`config.mk`:
```
export PLATFORM = sky130hd
export DESIGN_NAME = demux_1a8_seq
export DESIGN_NICKNAME = d
export VERILOG_FILES = /design/src/rtl/demux_1a8_seq.sv
export SDC_FILE = /design/constraint.sdc
export NUM_CORES = 1
export LEC_CHECK = 0
export CORE_UTILIZATION = 49
export CTS_BUF_LIST = sky130_fd_sc_hd__clkbuf_16
export CTS_CLUSTER_SIZE = 16
export DETAILED_ROUTE_END_ITERATION = 16
export PLACE_DENSITY = 0.88
export SKIP_CTS_REPAIR_TIMING = 1
export SLEW_MARGIN = 20
export SYNTH_ARGS = -nofsm -noshare
export SYNTH_HDL_FRONTEND = slang
export SYNTH_SLANG_ARGS = --single-unit
```
`constraint.sdc`:
```
create_clock -name CLK -period 3.3 [get_ports CLK]
set_input_delay 0.99 -clock CLK [delete_from_list [all_inputs] [get_ports CLK]]
set_output_delay 0.99 -clock CLK [all_outputs]
set_load 0.05 [all_outputs]
```
`src/rtl/demux_1a8_seq.sv`:
```
// Registered 1-to-8 demultiplexer/deserializer: addressed lane writes or sequential
// 8-beat frame fill with valid/ack hand-off. Optional macro DEMUX_CLR_ON_ACK_EN clears lanes on ack.
module demux_1a8_seq #(
    parameter int DW = 1
) (
    input  logic          CLK,
    input  logic          RST,
    input  logic [DW-1:0] DIN,
    input  logic [2:0]    SEL,
    input  logic          WE,
    input  logic          SER_EN,
    input  logic          IN_VALID,
    output logic          IN_READY,
    output logic [DW-1:0] Q0,
    output logic [DW-1:0] Q1,
    output logic [DW-1:0] Q2,
    output logic [DW-1:0] Q3,
    output logic [DW-1:0] Q4,
    output logic [DW-1:0] Q5,
    output logic [DW-1:0] Q6,
    output logic [DW-1:0] Q7,
    output logic [2:0]    CNT,
    output logic          OUT_VALID,
    input  logic          OUT_ACK
);

    typedef enum logic [1:0] {
        IDLE = 2'd0,
        FILL = 2'd1,
        HOLD = 2'd2
    } state_t;

    state_t        state_r;
    state_t        state_n;
    logic [2:0]    cnt_r;
    logic [2:0]    cnt_n;
    logic          ov_r;
    logic          ov_n;
    logic [DW-1:0] q_r [8];
    logic          wr_en_s;
    logic [2:0]    wr_idx_s;
    logic          clr_s;

    // Next-state, lane-write selection and frame bookkeeping
    always_comb begin
        state_n  = state_r;
        cnt_n    = cnt_r;
        ov_n     = ov_r;
        wr_en_s  = 1'b0;
        wr_idx_s = 3'd0;
        clr_s    = 1'b0;
        case (state_r)
            IDLE: begin
                // A frame start wins over a simultaneous addressed write
                if (SER_EN && IN_VALID) begin
                    wr_en_s  = 1'b1;
                    wr_idx_s = 3'd0;
                    cnt_n    = 3'd1;
                    state_n  = FILL;
                end else if (WE) begin
                    wr_en_s  = 1'b1;
                    wr_idx_s = SEL;
                end else begin
                    state_n  = IDLE;
                end
            end
            FILL: begin
                if (IN_VALID) begin
                    wr_en_s  = 1'b1;
                    wr_idx_s = cnt_r;
                    cnt_n    = cnt_r + 3'd1;
                    if (cnt_r == 3'd7) begin
                        ov_n    = 1'b1;
                        state_n = HOLD;
                    end else begin
                        state_n = FILL;
                    end
                end else begin
                    state_n = FILL;
                end
            end
            HOLD: begin
                if (OUT_ACK) begin
                    ov_n    = 1'b0;
                    state_n = IDLE;
`ifdef DEMUX_CLR_ON_ACK_EN
                    clr_s   = 1'b1;
`else
                    clr_s   = 1'b0;
`endif
                end else begin
                    state_n = HOLD;
                end
            end
            default: begin
                state_n = IDLE;
                cnt_n   = 3'd0;
                ov_n    = 1'b0;
            end
        endcase
    end

    // State, pointer, valid flag and lane registers
    always_ff @(posedge CLK) begin
        if (RST) begin
            state_r <= IDLE;
            cnt_r   <= 3'd0;
            ov_r    <= 1'b0;
            for (int i = 0; i < 8; i++) begin
                q_r[i] <= {DW{1'b0}};
            end
        end else begin
            state_r <= state_n;
            cnt_r   <= cnt_n;
            ov_r    <= ov_n;
            for (int i = 0; i < 8; i++) begin
                if (clr_s) begin
                    q_r[i] <= {DW{1'b0}};
                end else if (wr_en_s && (wr_idx_s == 3'(i))) begin
                    q_r[i] <= DIN;
                end else begin
                    q_r[i] <= q_r[i];
                end
            end
        end
    end

    assign IN_READY  = ~RST & (state_r != HOLD);
    assign CNT       = cnt_r;
    assign OUT_VALID = ov_r;
    assign Q0        = q_r[0];
    assign Q1        = q_r[1];
    assign Q2        = q_r[2];
    assign Q3        = q_r[3];
    assign Q4        = q_r[4];
    assign Q5        = q_r[5];
    assign Q6        = q_r[6];
    assign Q7        = q_r[7];

endmodule

```
# Yosys cells after proc, flatten, opt, wreduce, memory -nomap -nowiden
# Memories as Yosys holds them, arrays and structs flattened.
# Cells that the tools add are included.
# op_classes
n_eq_ne	16
n_lt_le_gt_ge	0
div	0
shift	0
muxes	87
add_sub_neg	1
n_bitwise	20
reduce_logical	13
n_mul	0
# op_table
operator	count
$mux 1	72
$or 1x1->1	16
$eq 3x3->1 const B	5
$mux 3	5
$mux 2	5
$ne 2x2->1 const B	5
$logic_and 1x1->1	9
$pmux 3 s3	1
$eq 3x2->1 const B	2
$pmux 2 s3	1
$pmux 3 s2	1
$reduce_and 4->1	1
$add 3x1->3 const B	1
$eq 3x1->1 const B	1
$logic_not 3->1	1
$ne 3x3->1 const B	1
$not 1->1	3
$pmux 1 s3	1
$reduce_and 3->1	1
$eq 2x1->1 const B	1
$eq 2x2->1 const B	1
$logic_not 2->1	1
$pmux 1 s2	1
$and 1x1->1	1
# totals
n_memories	1
output_inout_bits	13
latchBits	0
elab_cells	141
ram_bits	8
register_bits	6
rom_bits	0
# mem_list
memory	words	width	rd	rd_clocked_by_memory_dff	wr	line	source
q_r	8	1	8	0	8	39	logic [DW-1:0] q_r [8];

# Depth between registers and ports, before layout
# logic_depth
depth_word	10
ltp_mapped	6

# Worst setup path after synthesis
# No wires, ideal clock.
# synth_path
path_type	input port to output port
from	input RST
to	output IN_READY
t_arrival_ps	1946
slack_ps	364
required_ps	2310
path_stages	2
cell_sequence	clkbuf_1 a21oi_1
# synth_between
elab_chain_len	2
# synth_lines
element	line	source
start, declared	7	input logic RST,
$not 1->1	128	assign IN_READY = ~RST & (state_r != HOLD);
$and 1x1->1	128	
end, declared	13	output logic IN_READY,
# Every way passes these cells.

# Worst setup path in the final report
# Ends and elaborated chain as after synthesis.

==> run summary <==
For the number of fill cells, the log shows 114. The total congestion overflow was 0; the die width was 42.11 um. The floorplan has 14 rows.

The effective utilization at floorplan came out at 0.5233. Derived from the worst setup path, the maximum achievable clock frequency is 350.8 MHz. Detailed routing inserted a total of 680 vias. The logs give 0.001930 ns for the worst clock skew on the final layout and 1 for the H-tree depth. The run gives 0 as the number of diodes added for antenna fixing. The length of the first detailed-routing pass in iterations is 4. The count of final max-slew check failures was 0; the remaining design rule violation count was 0. During synthesis, Yosys emitted a total of 0 warnings. Power density over cell area: 484.0 nW/um2.

The via count of the first global-routing pass is 609, and the number of I/O port buffers is 22. The run gives 118 as the number of nets in the finished design. Setup repair after global routing left no endpoint under its margin. Entering global routing, the biggest net connects 20 pins.

The area of the core region came out at 1506 um2. The required time at the worst-slack endpoint was 2.31 ns; the post-CTS clock slew at the launch and capture registers of the worst setup and hold paths was 0.05 ns. The tools report the clock tree buffer depth as 2. The initial antenna violation count is 0, and the proportion of synthesized chip area in sequential cells is 0.4571. The all-layer global routing usage was 0.1917. The synthesized netlist occupies a cell area of 788.3 um2. The floorplan step set the die height to 42.11 um. Number of hold-slack violations in the final timing report: 0. The logs give 0.7618 for the routability congestion estimate and 121 for the number of standard cells in the layout, taps in and fillers out. The share of power burned in registers was 0.376; the post-synthesis register bit count was 14. The logs give 9 for the violation count after the first detailed-route iteration and 0.4797 ns for the minimum hold slack. The logs give 0.24 ns for the source-to-sink clock delay at the later pin of the worst-skew pair and 0.5377 mW for the post-route total power.

The wire length of the first global-routing pass came out at 2608 um. Summing all multi-input logic gate instances after layout gives 391.6 um2. After technology mapping, the gate count stands at 82. The biggest fanout along the worst timing path was 2; the cell-internal power was 0.3965 mW. The tools report the part of the total power dissipated in the clock network as 0.434. The run finished with clean final reports.

The reported leakage power is 0.4119 nW, and the total CTS buffers is 3. Setup violations remaining at the end of the flow were counted as 0. After detailed routing, the average wire length per cell comes to 13.07 um. Counting tap cells, the placed design contains a total of 117 instances. The element type at the critical path start was an input port. Once placement finished, the instance area stood at 1032 um2.

The via density per instance was 5.620. The clock net in this run drives a total of 14 sinks. The fraction of layout cells with a size suffix above 1 was 0.08571; the mean post-synth cell area was 9.613 um2.

The run gives 23 as the number of ports placed on the die boundary. The area growth from synthesis to layout is 40.95%. The slew at the pin with the worst max-slew slack was 0.5051 ns; the post-route standard cell area excluding fillers was 1111 um2.

Final clock period utilization by the worst path: 0.8638. The number of routed nets with antenna violations is 0. For this block, the routed nets add up to 1581 um of wire. The run gives 0 ns as the total negative slack. The number of distinct library cells after synthesis came out at 25. The synthesized net count is 94.

TritonCTS built the clock tree. After layout, the minimum clock period comes to 2.851 ns. The critical path is of the input port to output port type.

The HPWL after detailed placement is 1135 um. The switching fraction of total power works out to 0.2626. The analysis attributes to net switching a power of 0.1412 mW. For the worst-case headroom to the max-slew limit, the log shows 0.6628.

Data arrives at the worst endpoint at 1.86 ns. For the area used by sequential logic in the layout, the log shows 360.3 um2. The min-delay analysis places its worst path in the category flip-flop to flip-flop. Nature of the critical path endpoint: an output port. Across the run, the number of max-cap violations was 0.

The die covers 1773 um2. The run gives 0.190 as the part of the power in combinational logic. The tools report the maximum resistive drop on vdd as 0.2538 mV. The clock root buffer was sky130_fd_sc_hd__clkbuf_16.
layout by cell type, fill, tap and decap left out, types with 2 or more instances in the layout:
cell type                         netlist  final
sky130_fd_sc_hd__a21oi_1                8      8
sky130_fd_sc_hd__and2_1                 2      2
sky130_fd_sc_hd__buf_4                  0      2
sky130_fd_sc_hd__clkbuf_16              0      3
sky130_fd_sc_hd__clkdlybuf4s50_1        0     21
sky130_fd_sc_hd__dfxtp_1                6      6
sky130_fd_sc_hd__edfxtp_1               8      8
sky130_fd_sc_hd__ha_1                   2      2
sky130_fd_sc_hd__inv_1                  4      4
sky130_fd_sc_hd__nand2_1                6      6
sky130_fd_sc_hd__nand2b_1               2      2
sky130_fd_sc_hd__nand3_1                2      2
sky130_fd_sc_hd__nand4b_1               6      6
sky130_fd_sc_hd__nor2_1                 4      4
sky130_fd_sc_hd__nor2b_1                7      7
sky130_fd_sc_hd__o21ai_0                7      7
sky130_fd_sc_hd__o31ai_1                4      4
power by group through the flow:
stage	sequential, mW	combinational (mW)	clock [mW]
after floorplan	0.235	0.0343	0
after global placement	0.205	0.101	0
after detailed placement	0.205	0.102	0
after CTS	0.202	0.102	0.231
after global routing	0.203	0.108	0.242
final	0.202	0.102	0.234
registers in the layout, summed over array words and instances (netlist names):
| name | flops |
|---|---|
| OUT_VALID | 1 |
| CNT | 3 |
| state_r | 2 |
| q_r | 8 |
cell type report:
class | count | share of cell area
inverter | 4 | 0.01351
timing repair buffer | 24 | 0.2207
tap | 16 | 0.01802
clock inverter | 1 | 0.003378
sequential | 14 | 0.3243
multi-input combinational | 59 | 0.3525
clock buffer | 3 | 0.06757
Yosys cell counts:
library cell	instances	area [um2]
sky130_fd_sc_hd__nor2_1	4	15.01
sky130_fd_sc_hd__o31ai_1	4	30.03
sky130_fd_sc_hd__nand2b_4	1	13.76
sky130_fd_sc_hd__nand2_1	6	22.52
sky130_fd_sc_hd__o31ai_4	1	21.27
sky130_fd_sc_hd__edfxtp_1	8	240.2
sky130_fd_sc_hd__nand4b_1	6	52.55
sky130_fd_sc_hd__ha_1	2	25.02
sky130_fd_sc_hd__a21oi_1	8	40.04
sky130_fd_sc_hd__o21ai_0	7	35.03
sky130_fd_sc_hd__mux2i_1	1	10.01
sky130_fd_sc_hd__o22ai_1	1	6.260
sky130_fd_sc_hd__inv_1	4	15.01
sky130_fd_sc_hd__nor3_1	1	5.000
sky130_fd_sc_hd__nor3_2	1	10.01
sky130_fd_sc_hd__clkbuf_1	3	11.26
sky130_fd_sc_hd__buf_2	2	10.01
sky130_fd_sc_hd__or2_1	1	6.260
sky130_fd_sc_hd__nand3_1	2	10.01
sky130_fd_sc_hd__dfxtp_1	6	120.1
sky130_fd_sc_hd__nand2b_1	2	12.51
sky130_fd_sc_hd__o41a_1	1	11.26
sky130_fd_sc_hd__o31a_1	1	8.760
sky130_fd_sc_hd__and2_1	2	12.51
sky130_fd_sc_hd__nor2b_1	7	43.79
kinds of logic after synthesis:
group                    share of synthesized area
AND/OR/NAND/NOR                             0.2587
AO/OA/AOI/OAI                               0.1937
flip-flops                                  0.4571
buffers and inverters                      0.04603
adder cells (fa/ha/maj)                    0.03174
multiplexers                               0.01270
routing by layer:
layer	wire length (um)	track usage
met2	811	0.3281
met1	670	0.2335
met4	19	0.07500
met3	80	0.04310
met5	0	0
worst max-delay path: stages:
cell and delay, ns:
sky130_fd_sc_hd__clkdlybuf4s50_1 0.44, sky130_fd_sc_hd__a21oi_1 0.25, sky130_fd_sc_hd__buf_12 0.18
final timing paths:
kind                           startpoint                 endpoint  slack [ns]  cells past startpoint
setup / recovery                      RST                 IN_READY        0.45                      3
setup reg to reg  state_r[0]$_SDFFE_PP0P_  q_r[0][1]$_SDFFCE_PN0P_        1.42                      4
hold reg to reg    OUT_VALID$_SDFFE_PP0P_   OUT_VALID$_SDFFE_PP0P_        0.48                      2
hold / removal     OUT_VALID$_SDFFE_PP0P_   OUT_VALID$_SDFFE_PP0P_        0.48                      2
through the flow:
step                      setup slack, ns  utilization
after detailed placement           0.4728       0.6852
after global routing               0.3995       0.7375
after floorplan                    0.3640            -
after global placement             0.4577       0.6852
final                              0.4494       0.7375
after CTS                          0.4519       0.7375
(Power assumes the default switching activity.)
